File: src/rtl/fifo_reader_pkg.sv
// Shared types and constants for the FIFO-to-stream reader.
// Optional feature macro: FIFO_READER_STATS_EN (adds the pkt_count output).
`timescale 1ns/1ps
`ifndef FIFO_READER_PKG_SV
`define FIFO_READER_PKG_SV

// One buffered beat: payload plus its end-of-packet marker.
`define FIFO_READER_BEAT_T(DW) struct packed { logic [(DW)-1:0] data; logic last; }

package fifo_reader_pkg;

  localparam int OCC_W = 2;

  localparam logic [OCC_W-1:0] OCC_EMPTY = 2'd0;
  localparam logic [OCC_W-1:0] OCC_ONE   = 2'd1;
  localparam logic [OCC_W-1:0] OCC_FULL  = 2'd2;

  // Buffer occupancy after one cycle: a simultaneous load and pop cancel out.
  function automatic logic [OCC_W-1:0] occ_step(input logic [OCC_W-1:0] occ,
                                                 input logic load,
                                                 input logic pop);
    logic [OCC_W-1:0] nxt;
    nxt = occ;
    if (load && !pop && occ != OCC_FULL) begin
      nxt = occ + OCC_ONE;
    end else if (pop && !load && occ != OCC_EMPTY) begin
      nxt = occ - OCC_ONE;
    end
    return nxt;
  endfunction

endpackage

`endif

File: src/rtl/fifo_reader_skid.sv
// Two-entry {data,last} buffer (main + skid) driving the stream master outputs.
// The main entry is the output register; the skid entry absorbs one beat on a stall.
`timescale 1ns/1ps
module fifo_reader_skid
  import fifo_reader_pkg::*;
#(
  parameter int DATA_WIDTH = 8
) (
  input  logic                  aclk,
  input  logic                  aresetn,
  input  logic                  load,
  input  logic [DATA_WIDTH-1:0] in_data,
  input  logic                  in_last,
  input  logic                  m_tready,
  output logic                  m_tvalid,
  output logic [DATA_WIDTH-1:0] m_tdata,
  output logic                  m_tlast,
  output logic [OCC_W-1:0]      occ
);

  typedef `FIFO_READER_BEAT_T(DATA_WIDTH) beat_t;

  beat_t            main_q, main_d;
  beat_t            skid_q, skid_d;
  beat_t            in_beat;
  logic [OCC_W-1:0] occ_q, occ_d;
  logic             pop;

  assign in_beat = {in_data, in_last};
  assign pop     = (occ_q != OCC_EMPTY) & m_tready;

  // Steer incoming beats into main or skid so output order always equals arrival order.
  always_comb begin
    main_d = main_q;
    skid_d = skid_q;
    occ_d  = occ_step(occ_q, load, pop);
    case (occ_q)
      OCC_EMPTY: begin
        if (load) begin
          main_d = in_beat;
        end
      end
      OCC_ONE: begin
        if (load && pop) begin
          main_d = in_beat;
        end else if (load) begin
          skid_d = in_beat;
        end
      end
      default: begin
        if (pop) begin
          main_d = skid_q;
          if (load) begin
            skid_d = in_beat;
          end
        end
      end
    endcase
  end

  // Buffer state registers; reset empties the buffer and clears the outputs.
  always_ff @(posedge aclk or negedge aresetn) begin
    if (!aresetn) begin
      occ_q  <= OCC_EMPTY;
      main_q <= '0;
      skid_q <= '0;
    end else begin
      occ_q  <= occ_d;
      main_q <= main_d;
      skid_q <= skid_d;
    end
  end

  assign m_tvalid = (occ_q != OCC_EMPTY);
  assign m_tdata  = main_q.data;
  assign m_tlast  = main_q.last;
  assign occ      = occ_q;

endmodule

File: src/rtl/fifo_stream_reader.sv
// Drains a sync FIFO (pull/empty port) into a valid/ready stream with tlast
// framing every pkt_len beats. fifo_pull depends only on registered occupancy
// and en, so there is no combinational path from m_tready or fifo_empty.
// Optional feature macro: FIFO_READER_STATS_EN adds the 32-bit pkt_count output.
`timescale 1ns/1ps
module fifo_stream_reader
  import fifo_reader_pkg::*;
#(
  parameter int DATA_WIDTH = 8,
  parameter int LEN_WIDTH  = 8
) (
  input  logic                  aclk,
  input  logic                  aresetn,
  input  logic                  en,
  input  logic [LEN_WIDTH-1:0]  pkt_len,
  input  logic [DATA_WIDTH-1:0] fifo_data,
  input  logic                  fifo_empty,
  output logic                  fifo_pull,
  output logic                  m_tvalid,
  input  logic                  m_tready,
  output logic [DATA_WIDTH-1:0] m_tdata,
  output logic                  m_tlast
`ifdef FIFO_READER_STATS_EN
  ,
  output logic [31:0]           pkt_count
`endif
);

  localparam logic [LEN_WIDTH-1:0] LEN_ONE = LEN_WIDTH'(1);

  logic [OCC_W-1:0]     occ;
  logic                 load;
  logic                 beat_last;
  logic [LEN_WIDTH-1:0] cur_len;
  logic [LEN_WIDTH-1:0] len_q, len_d;
  logic [LEN_WIDTH-1:0] beat_cnt_q, beat_cnt_d;

  assign fifo_pull = en & (occ != OCC_FULL);
  assign load      = fifo_pull & ~fifo_empty;

  // Framing: the packet length is sampled on the first beat and held until the last one.
  always_comb begin
    cur_len = len_q;
    if (beat_cnt_q == '0) begin
      cur_len = (pkt_len == '0) ? LEN_ONE : pkt_len;
    end
    beat_last  = (beat_cnt_q == cur_len - LEN_ONE);
    len_d      = len_q;
    beat_cnt_d = beat_cnt_q;
    if (load) begin
      len_d      = cur_len;
      beat_cnt_d = beat_last ? '0 : beat_cnt_q + LEN_ONE;
    end
  end

  // Framing registers; reset drops any partial packet.
  always_ff @(posedge aclk or negedge aresetn) begin
    if (!aresetn) begin
      len_q      <= LEN_ONE;
      beat_cnt_q <= '0;
    end else begin
      len_q      <= len_d;
      beat_cnt_q <= beat_cnt_d;
    end
  end

  fifo_reader_skid #(
    .DATA_WIDTH(DATA_WIDTH)
  ) u_skid (
    .aclk     (aclk),
    .aresetn  (aresetn),
    .load     (load),
    .in_data  (fifo_data),
    .in_last  (beat_last),
    .m_tready (m_tready),
    .m_tvalid (m_tvalid),
    .m_tdata  (m_tdata),
    .m_tlast  (m_tlast),
    .occ      (occ)
  );

`ifdef FIFO_READER_STATS_EN
  logic [31:0] pkt_count_q;

  // Count packets as their last beat leaves the stream port; wraps naturally.
  always_ff @(posedge aclk or negedge aresetn) begin
    if (!aresetn) begin
      pkt_count_q <= '0;
    end else if (m_tvalid && m_tready && m_tlast) begin
      pkt_count_q <= pkt_count_q + 32'd1;
    end
  end

  assign pkt_count = pkt_count_q;
`endif

endmodule
File: config.mk
export PLATFORM = sky130hd
export DESIGN_NAME = fifo_stream_reader
export DESIGN_NICKNAME = d
export VERILOG_FILES = /design/src/rtl/fifo_reader_pkg.sv /design/src/rtl/fifo_reader_skid.sv /design/src/rtl/fifo_stream_reader.sv
export SDC_FILE = /design/constraint.sdc
export NUM_CORES = 1
export LEC_CHECK = 0
export ABC_AREA = 1
export CAP_MARGIN = 25
export CORE_ASPECT_RATIO = 1.4
export CORE_UTILIZATION = 45
export DETAILED_ROUTE_END_ITERATION = 8
export DONT_BUFFER_PORTS = 1
export GPL_ROUTABILITY_DRIVEN = 0
export PLACE_DENSITY_LB_ADDON = 0.3
export SLEW_MARGIN = 5
export SYNTH_ARGS = -nofsm -noshare
export SYNTH_HDL_FRONTEND = slang
export SYNTH_SLANG_ARGS = --single-unit
File: constraint.sdc
create_clock -name aclk -period 4.1 [get_ports aclk]
set_input_delay 0.82 -clock aclk [delete_from_list [all_inputs] [get_ports aclk]]
set_output_delay 0.82 -clock aclk [all_outputs]
set_load 0.03 [all_outputs]
# [After elaboration in Yosys (flattened, before gate mapping)]
# Index checks and enable logic that the tools add are counted.
[op_classes] bitwise=5 n_eq_ne=6 n_mux=13 n_reduce_logical=16 n_addsub=4
[op_table] op="2-to-1 mux 9 bit" n=6
[op_table] op="case mux 9 bit (2 select lines)" n=2
[op_table] op="2-to-1 mux 8 bit" n=3
[op_table] op="zero test 8 bit" n=2
[op_table] op="adder 8 x 1 -> 8 bit (second input constant)" n=1
[op_table] op="equality test 8 bit" n=1
[op_table] op="subtractor 8 x 1 -> 8 bit (second input constant)" n=1
[op_table] op="AND reduction 3 bit" n=2
[op_table] op="nonzero test 2 bit" n=3
[op_table] op="logical AND 1 bit" n=5
[op_table] op="2-to-1 mux 2 bit" n=2
[op_table] op="inequality test 2 x 1 -> 1 bit (second input constant)" n=2
[op_table] op="inequality test 2 bit (second input constant)" n=2
[op_table] op="bitwise AND 1 bit" n=3
[op_table] op="nonzero test 3 bit" n=1
[op_table] op="adder 2 x 1 -> 2 bit (second input constant)" n=1
[op_table] op="equality test 2 x 1 -> 1 bit (second input constant)" n=1
[op_table] op="zero test 1 bit" n=2
[op_table] op="zero test 2 bit" n=1
[op_table] op="NOT 1 bit" n=2
[op_table] op="subtractor 2 x 1 -> 2 bit (second input constant)" n=1
[totals] out_inout_bits=11 elab_cells=51 reg_bits=36 input_bits=21

# [Logic depth before layout (Yosys ltp)]
# Gate-level depths: netlist of the first run.
[depth] word_depth=8 mapped_depth=19 depth_no_buf=19

# [Modules after synthesis]
# Synthesis of the first run repeated with hierarchy kept, for this count alone.
[unflattened] cells_unflattened=370 area_unflattened_um2=2536.2
[modules_own_cells] module="fifo_stream_reader" area_each_um2=1452.6 n_inst=1 seq_area_each_um2=401.6 cells_each=233
[modules_own_cells] module="fifo_reader_skid" area_each_um2=1083.5 n_inst=1 seq_area_each_um2=500.5 cells_each=137

# [Worst setup path before layout of the first run]
# No wires, ideal clock.
[synth_path] kind="register to register" startpoint="register beat_cnt_q[0]" endpoint="register beat_cnt_q[2]" slack_ps=1622 stages_incl_launch_ff=17 period_less_slack_ps=2478 arrival_ps=2365 required_ps=3986 path_buffers=0 setup_ps=114 path_cell_list="dfrtp_1 inv_1 ha_1 nand2_4 nor2_8 nand2_8 nand2_1 nand2_2 ha_1 xor2_1 nand2_1 nor2_1 nand3_1 nor2_4 nand4_4 nand2_1 inv_1"
[synth_via] elab_chain_len=5 word_cells_on_any_way=6 cone_classes="add/sub: 2; eq/ne: 1; mux: 2; reduce/logical: 1"
[synth_rtl] item="start: declaration" line="fifo_stream_reader.sv:36" rtl="logic [LEN_WIDTH-1:0] beat_cnt_q, beat_cnt_d;"
[synth_rtl] item="start signal: assignment" line="fifo_stream_reader.sv:63" rtl="beat_cnt_q <= beat_cnt_d;"
[synth_rtl] item="zero test 8 bit" line="fifo_stream_reader.sv:44" rtl="if (beat_cnt_q == '0) begin"
[synth_rtl] item="2-to-1 mux 8 bit" line="fifo_stream_reader.sv:44"
[synth_rtl] item="subtractor 8 x 1 -> 8 bit" line="fifo_stream_reader.sv:47" rtl="beat_last = (beat_cnt_q == cur_len - LEN_ONE);"
[synth_rtl] item="equality test 8 bit" line="fifo_stream_reader.sv:47"
[synth_rtl] item="2-to-1 mux 8 bit (*)" line="fifo_stream_reader.sv:52" rtl="beat_cnt_d = beat_last ? '0 : beat_cnt_q + LEN_ONE;"
# Every way passes the cells marked *; elsewhere a longest branch is shown, timed or not.
# A chain may end at the register's enable or synchronous reset.

# [Worst setup path in the final report of the first run]
[layout_path] startpoint="register beat_cnt_q[0]" endpoint="register beat_cnt_q[3]"
# The elaborated chain is that of the path after synthesis.

==> impl_metrics.py, run 1 <==
metrics = {
    "outcome": {
        "status": "finished clean",
    },
    "grt": {
        "grt_use_total": 0.2015,
        "grt_pass1_vias": 2130,
        "overflow": 0,
        "grt_pass1_wl_mm": 9.149,
        "grt_max_degree": 37,
        "antenna_found_initial": 0,
    },
    "power_and_ir_drop": {
        "ir_drop_mv": 0.4230,
        "p_leak_nw": 1.369,
        "finalPower_mw": 1.610,
        "p_per_area_nw_per_um2": 607.9,
    },
    "place": {
        "postPlaceCellArea_um2": 2551,
        "post-place-ws_ps": 1279,
        "port_buffers": 0,
        "dp_hpwl_mm": 3.937,
    },
    "sta": {
        "fin_tns_setup_ps": 0,
        "finalHoldViolations": 0,
        "rsz0062_at_grt": "no",
        "tightest_slew_ps": 544.3,
        "finalWorstSetupSlack_ps": 1290,
        "min_period_over_period": 0.6854,
        "slew_headroom": 0.6358,
        "setup_viol_count_final": 0,
        "timing.fmax_mhz": 355.8,
        "min_period_ps": 2810,
        "skew_ps": 4.678,
        "maxSlewViolCount": 0,
    },
    "detailed_routing": {
        "firstDrtPassIters": 4,
        "drc_errors": 0,
        "routedWlPerCell_um": 12.94,
        "drt-total-wl_mm": 5.099,
        "via_count": 1985,
        "antenna_left": 0,
        "drt_iter0_markers": 69,
        "vias_per_cell": 5.038,
    },
    "layout": {
        "syn_to_final_growth_pct": 6.707,
        "final_core_util": 0.5056,
        "final_common_cell": "nand2_1",
        "drive_above_1_share": 0.2134,
        "final_cell_mix": "nand2_1 (93), inv_1 (41), dfrtp_1 (35), nor2_1 (25), nand3_1 (22)",
        "nNetsFinal": 354,
        "diodes": 0,
        "final_cell_area_um2": 2648,
    },
    "setup_path": {
        "worstPathMaxFanout": 8,
        "start_kind": "flip-flop",
        "cp_data_arrival_time_ps": 3010,
        "worstSetupStartpoint": "beat_cnt_q[0]$_DFFE_PN0P_",
        "endpoint_kind": "flip-flop",
        "crit_chain": "inv_1 > ha_1 > nand2_4 > nor2_8 > nand2_8 > nand2_1 > nand2_2 > ha_1 > xor2_1 > nand2_1 > nor2_1 > nand3_1 > nor2_4 > nand4_4 > nand2_1 > inv_1",
        "critical_path.max_stage_delay_ps": 450,
        "cpMostUsedCell": "nand2_1",
        "regToRegStartpoint": "beat_cnt_q[0]$_DFFE_PN0P_",
        "setup.worst_path.class": "reg -> reg",
        "rr_worst_depth": 16,
        "slowest_stage": "dfrtp_1",
        "crit_required_ps": 4300,
    },
    "synth": {
        "synth_nets": 349,
        "syn_area_um2": 2481,
        "syn-mean-instance-area_um2": 7.705,
        "synth_cell_types": 33,
        "yosysSeqAreaShare": 0.3636,
        "synth_edf_count": 0,
        "yosysWarnings": 0,
        "synthArstFlopShare": 1.000,
        "ys_ff_latch": 36,
        "synth_flop_cell": "dfrtp_1",
        "postSynthCellCount": 322,
    },
    "clock_network": {
        "holdBufCountCts": 0,
        "cts.sinks": 36,
        "clockBufferDepth": 2,
        "cts_resized": 0,
        "post_cts_buffers": 0,
        "cts_tree": "done",
        "htreeDepth": 2,
        "insertion_delay_ps": 300,
        "cts_root_buffer": "clkbuf_8",
        "cts_inserted_buffers": 5,
        "clk_transition_reported_paths_ps": 80,
    },
    "job": {
        "cap_violations": 0,
    },
    "die": {
        "chipWidth_um": 64.76,
        "io_pins": 32,
        "die_h_um": 89.86,
        "start_util": 0.4738,
        "fp-row-count": 31,
        "dieArea_um2": 5819,
        "coreArea_um2": 5236,
    },
    "min_path": {
        "hold_path_class": "in -> async",
    },
}
final cells by class:
type | instances | area [um2]
inverter | 50 | 190.2
tap | 66 | 82.58
timing repair buffer | 2 | 15.01
clock inverter | 2 | 16.27
sequential | 36 | 902.1
multi-input combinational | 232 | 1369
clock buffer | 6 | 72.57
fill | 534 | 2589
metal layers:
metal	vias to the layer above	share of wire	GRT usage
li1	1011	-	-
met1	911	0.40	0.2143
met2	48	0.52	0.3637
met3	15	0.043	0.04569
met4	0	0.032	0.09259
met5	-	0	0
worst max-delay path: cells and delay by family, from the launching register on:
family,cells,cell delay (ps)
flip-flops,1,450
adder cells (fa/ha/maj),2,580
AND/OR/NAND/NOR,11,1380
XOR/XNOR,1,150
buffers and inverters,2,150
cells in the mapped netlist, types with 2 or more instances:
library cell	n	share of area
nand3_2	4	0.016
nand3_1	22	0.044
dfrtp_1	35	0.35
nand3b_1	3	0.0091
nor2_8	2	0.016
nor3_1	3	0.0060
mux2_2	9	0.041
a31oi_1	8	0.020
xor2_1	5	0.018
inv_2	8	0.012
nand4_1	2	0.0050
nand2_4	7	0.032
ha_1	6	0.030
clkbuf_1	2	0.0030
nor2_4	4	0.018
nand2_2	13	0.033
nor2_2	6	0.015
nand2_1	93	0.14
o21ai_0	12	0.024
nor2_1	25	0.038
inv_1	41	0.062
final timing paths:
path / endpoint / slack (ps)
hold reg to reg: len_q[5]$_DFFE_PN0P_ / 490
min in group aclk: len_q[5]$_DFFE_PN0P_ / 490
max in group asynchronous: len_q[0]$_DFFE_PN1P_ / 3720
setup / recovery: beat_cnt_q[3]$_DFFE_PN0P_ / 1290
setup reg to reg: beat_cnt_q[3]$_DFFE_PN0P_ / 1290
hold / removal: u_skid.occ[1]$_DFFE_PN0P_ / 210
cells by family after synthesis:
family                     synth area share
buffers and inverters               0.08472
xor gates and xnor gates            0.02421
DFF                                  0.3636
and+or+nand+nor                      0.4034
AOI/OAI and AO/OA                   0.05295
adders and majority gates           0.03026
muxes                               0.04085
metrics by stage:
stage,hold slack (ps),instances
after floorplan,453.0,322
after global placement,465.6,385
after detailed placement,473.0,385
after CTS,205.2,393
after global routing,197.0,394
final,211.2,394
state kept, by name, summed over array words and instances (netlist names):
name,count
u_skid.m_tlast,1
u_skid.occ,2
u_skid.skid_q,9
u_skid.m_tdata,8
beat_cnt_q,8
len_q,8
power breakdown:
group	total, mW	internal (mW)	leakage [nW]	switching, mW
sequential	0.691	0.486	0.438	0.204
combinational	0.660	0.247	0.889	0.414
clock	0.258	0.121	0.0414	0.138
total	1.61	0.854	1.37	0.756
Note: power is estimated with default switching activity, not from simulation.
==> inputs of run 2 (changes only) <==
- clock period: 4.1 -> 2.6 ns (I/O delays scaled with it)
==> run 2 against run 1 <==
Against the previous run:
- via count grew 2.1%
- global-route usage is 0.81 points higher
- maximum frequency is 18% higher
- final cell count rose by 2.3%
- critical path type unchanged
- clock power grew 61%
- sequential power grew 55%
- design area up 4.0%
- largest power group is now combinational logic
- critical endpoint is now beat_cnt_q[4]$_DFFE_PN0P_
- die area stayed put
- sequential share of layout area decreased by 1.2 points
==> impl_metrics.py, run 2 (synthesized netlist as in run 1, its figures left out) <==
metrics = {
    "power_and_ir_drop": {
        "ir_drop_mv": 0.6689,
        "p_per_area_nw_per_um2": 954.2,
        "p_leak_nw": 1.417,
    },
    "sta": {
        "skew_ps": 4.907,
        "finalHoldViolations": 0,
        "tightest_slew_ps": 540.9,
        "min_period_over_period": 0.9194,
        "slew_headroom": 0.6380,
        "maxSlewViolCount": 0,
        "min_period_ps": 2390,
        "timing.fmax_mhz": 418.3,
        "setup_viol_count_final": 0,
        "whs_ps": 46.03,
    },
    "clock_network": {
        "cts_tree": "done",
        "htreeDepth": 2,
        "cts_inserted_buffers": 5,
        "cts.sinks": 36,
        "insertion_delay_ps": 290,
        "clk_transition_reported_paths_ps": 80,
        "clockBufferDepth": 2,
        "cts_root_buffer": "clkbuf_8",
    },
    "die": {
        "chipWidth_um": 64.76,
        "io_pins": 32,
        "die_h_um": 89.86,
        "dieArea_um2": 5819,
        "fp-row-count": 31,
        "start_util": 0.4738,
        "coreArea_um2": 5236,
    },
    "layout": {
        "syn_to_final_growth_pct": 10.99,
        "nNetsFinal": 363,
        "final_common_cell": "nand2_1",
        "regMostFlops": "u_skid.skid_q",
        "largest_reg_flops": 9,
        "diodes": 0,
        "layout.cells.non_filler": 403,
        "final_cell_mix": "nand2_1 (91), inv_1 (40), dfrtp_1 (33), nor2_1 (23), nand3_1 (22)",
        "drive_above_1_share": 0.2611,
    },
    "min_path": {
        "hold_path_class": "in -> async",
    },
    "detailed_routing": {
        "drc_errors": 0,
        "vias_per_cell": 5.030,
        "antenna_left": 0,
        "drt-total-wl_mm": 5.327,
        "via_count": 2027,
        "firstDrtPassIters": 4,
        "drt_iter0_markers": 105,
        "routedWlPerCell_um": 13.22,
    },
    "setup_path": {
        "worstPathMaxFanout": 8,
        "r2r_end": "beat_cnt_q[4]$_DFFE_PN0P_",
        "endpoint_kind": "flip-flop",
        "regToRegStartpoint": "beat_cnt_q[4]$_DFFE_PN0P_",
        "start_kind": "flip-flop",
        "crit_required_ps": 2790,
        "cp_data_arrival_time_ps": 2580,
        "rr_worst_depth": 15,
        "rrSetupSlack_ps": 210,
        "setup.worst_path.class": "reg -> reg",
    },
    "place": {
        "dp_cells": 392,
        "dp_hpwl_mm": 4.155,
        "port_buffers": 0,
    },
    "grt": {
        "grt_use_total": 0.2096,
        "overflow": 0,
        "antenna_found_initial": 0,
        "grt_pass1_wl_mm": 9.370,
        "grt_max_degree": 36,
        "grt_pass1_vias": 2109,
    },
    "job": {
        "cap_violations": 0,
    },
    "outcome": {
        "status": "finished clean",
    },
}
run 2: cell count changes in the layout (fill, tap and decap cells not counted), sizes merged:
cell | before | now
buf | 2 | 11
clkbuf | 6 | 5
inv | 50 | 51
run 2: where the power goes:
group          internal (mW)  switching [mW]  total, mW
combinational          0.440           0.700       1.14
sequential             0.769           0.303       1.07
clock                  0.190           0.225      0.415
run 2: cell type report:
class	count	area (um2)
multi-input combinational	232	1391
sequential	36	904.6
timing repair buffer	11	95.09
clock inverter	3	21.27
inverter	50	190.2
tap	66	82.58
fill	522	2482
clock buffer	5	68.82
run 2: through the flow:
step	power, mW	TNS, ps	setup slack [ps]	util	cell area [um2]
after detailed placement	2.183	0	29.39	0.4973	2604
after floorplan	1.943	0	121.7	-	2481
after global placement	2.146	0	97.03	0.4973	2604
final	2.628	0	209.6	0.5259	2754
after global routing	2.854	-4.461	-4.461	0.5259	2754
after CTS	2.619	0	15.79	0.5183	2714
run 2: metal layers:
| metal | wire, um | global-route usage | share of wire |
|---|---|---|---|
| met1 | 2125 | 0.2295 | 0.40 |
| met2 | 2780 | 0.3776 | 0.52 |
| met3 | 216 | 0.03807 | 0.041 |
| met4 | 205 | 0.09630 | 0.038 |
| met5 | 0 | 0 | 0 |
run 2: worst max-delay path by stage:
stage | startpoint | to | slack (ps) | cells past startpoint
2_1_floorplan | beat_cnt_q[0]$_DFFE_PN0P_ | beat_cnt_q[2]$_DFFE_PN0P_ | 120 | 16
3_3_place_gp | beat_cnt_q[0]$_DFFE_PN0P_ | beat_cnt_q[1]$_DFFE_PN0P_ | 100 | 16
3_5_place_dp | beat_cnt_q[0]$_DFFE_PN0P_ | beat_cnt_q[5]$_DFFE_PN0P_ | 30 | 16
4_1_cts | beat_cnt_q[0]$_DFFE_PN0P_ | beat_cnt_q[5]$_DFFE_PN0P_ | 20 | 16
5_1_grt | beat_cnt_q[0]$_DFFE_PN0P_ | beat_cnt_q[7]$_DFFE_PN0P_ | -4 | 16
6_report | beat_cnt_q[4]$_DFFE_PN0P_ | beat_cnt_q[4]$_DFFE_PN0P_ | 210 | 15
run 2: repair_timing:
action	4_1_cts	5_1_grt
buffers inserted	0	1
hold buffers	1	0
hold endpoints to repair	35	0
setup endpoints to repair	0	10
resized for setup	0	9
run 2: critical path, cell delays in order, from the launching register on:
cell and delay, ps:
dfrtp_2 450, inv_2 110, nand2_2 100, nor2_8 190, nand2_8 100, nand2_1 100
nand2_2 60, ha_1 310, xor2_1 150, nand2_1 80, nor2_2 90, nand3_1 110
nor2_4 150, nand4_4 140, nand2_1 90, inv_1 40
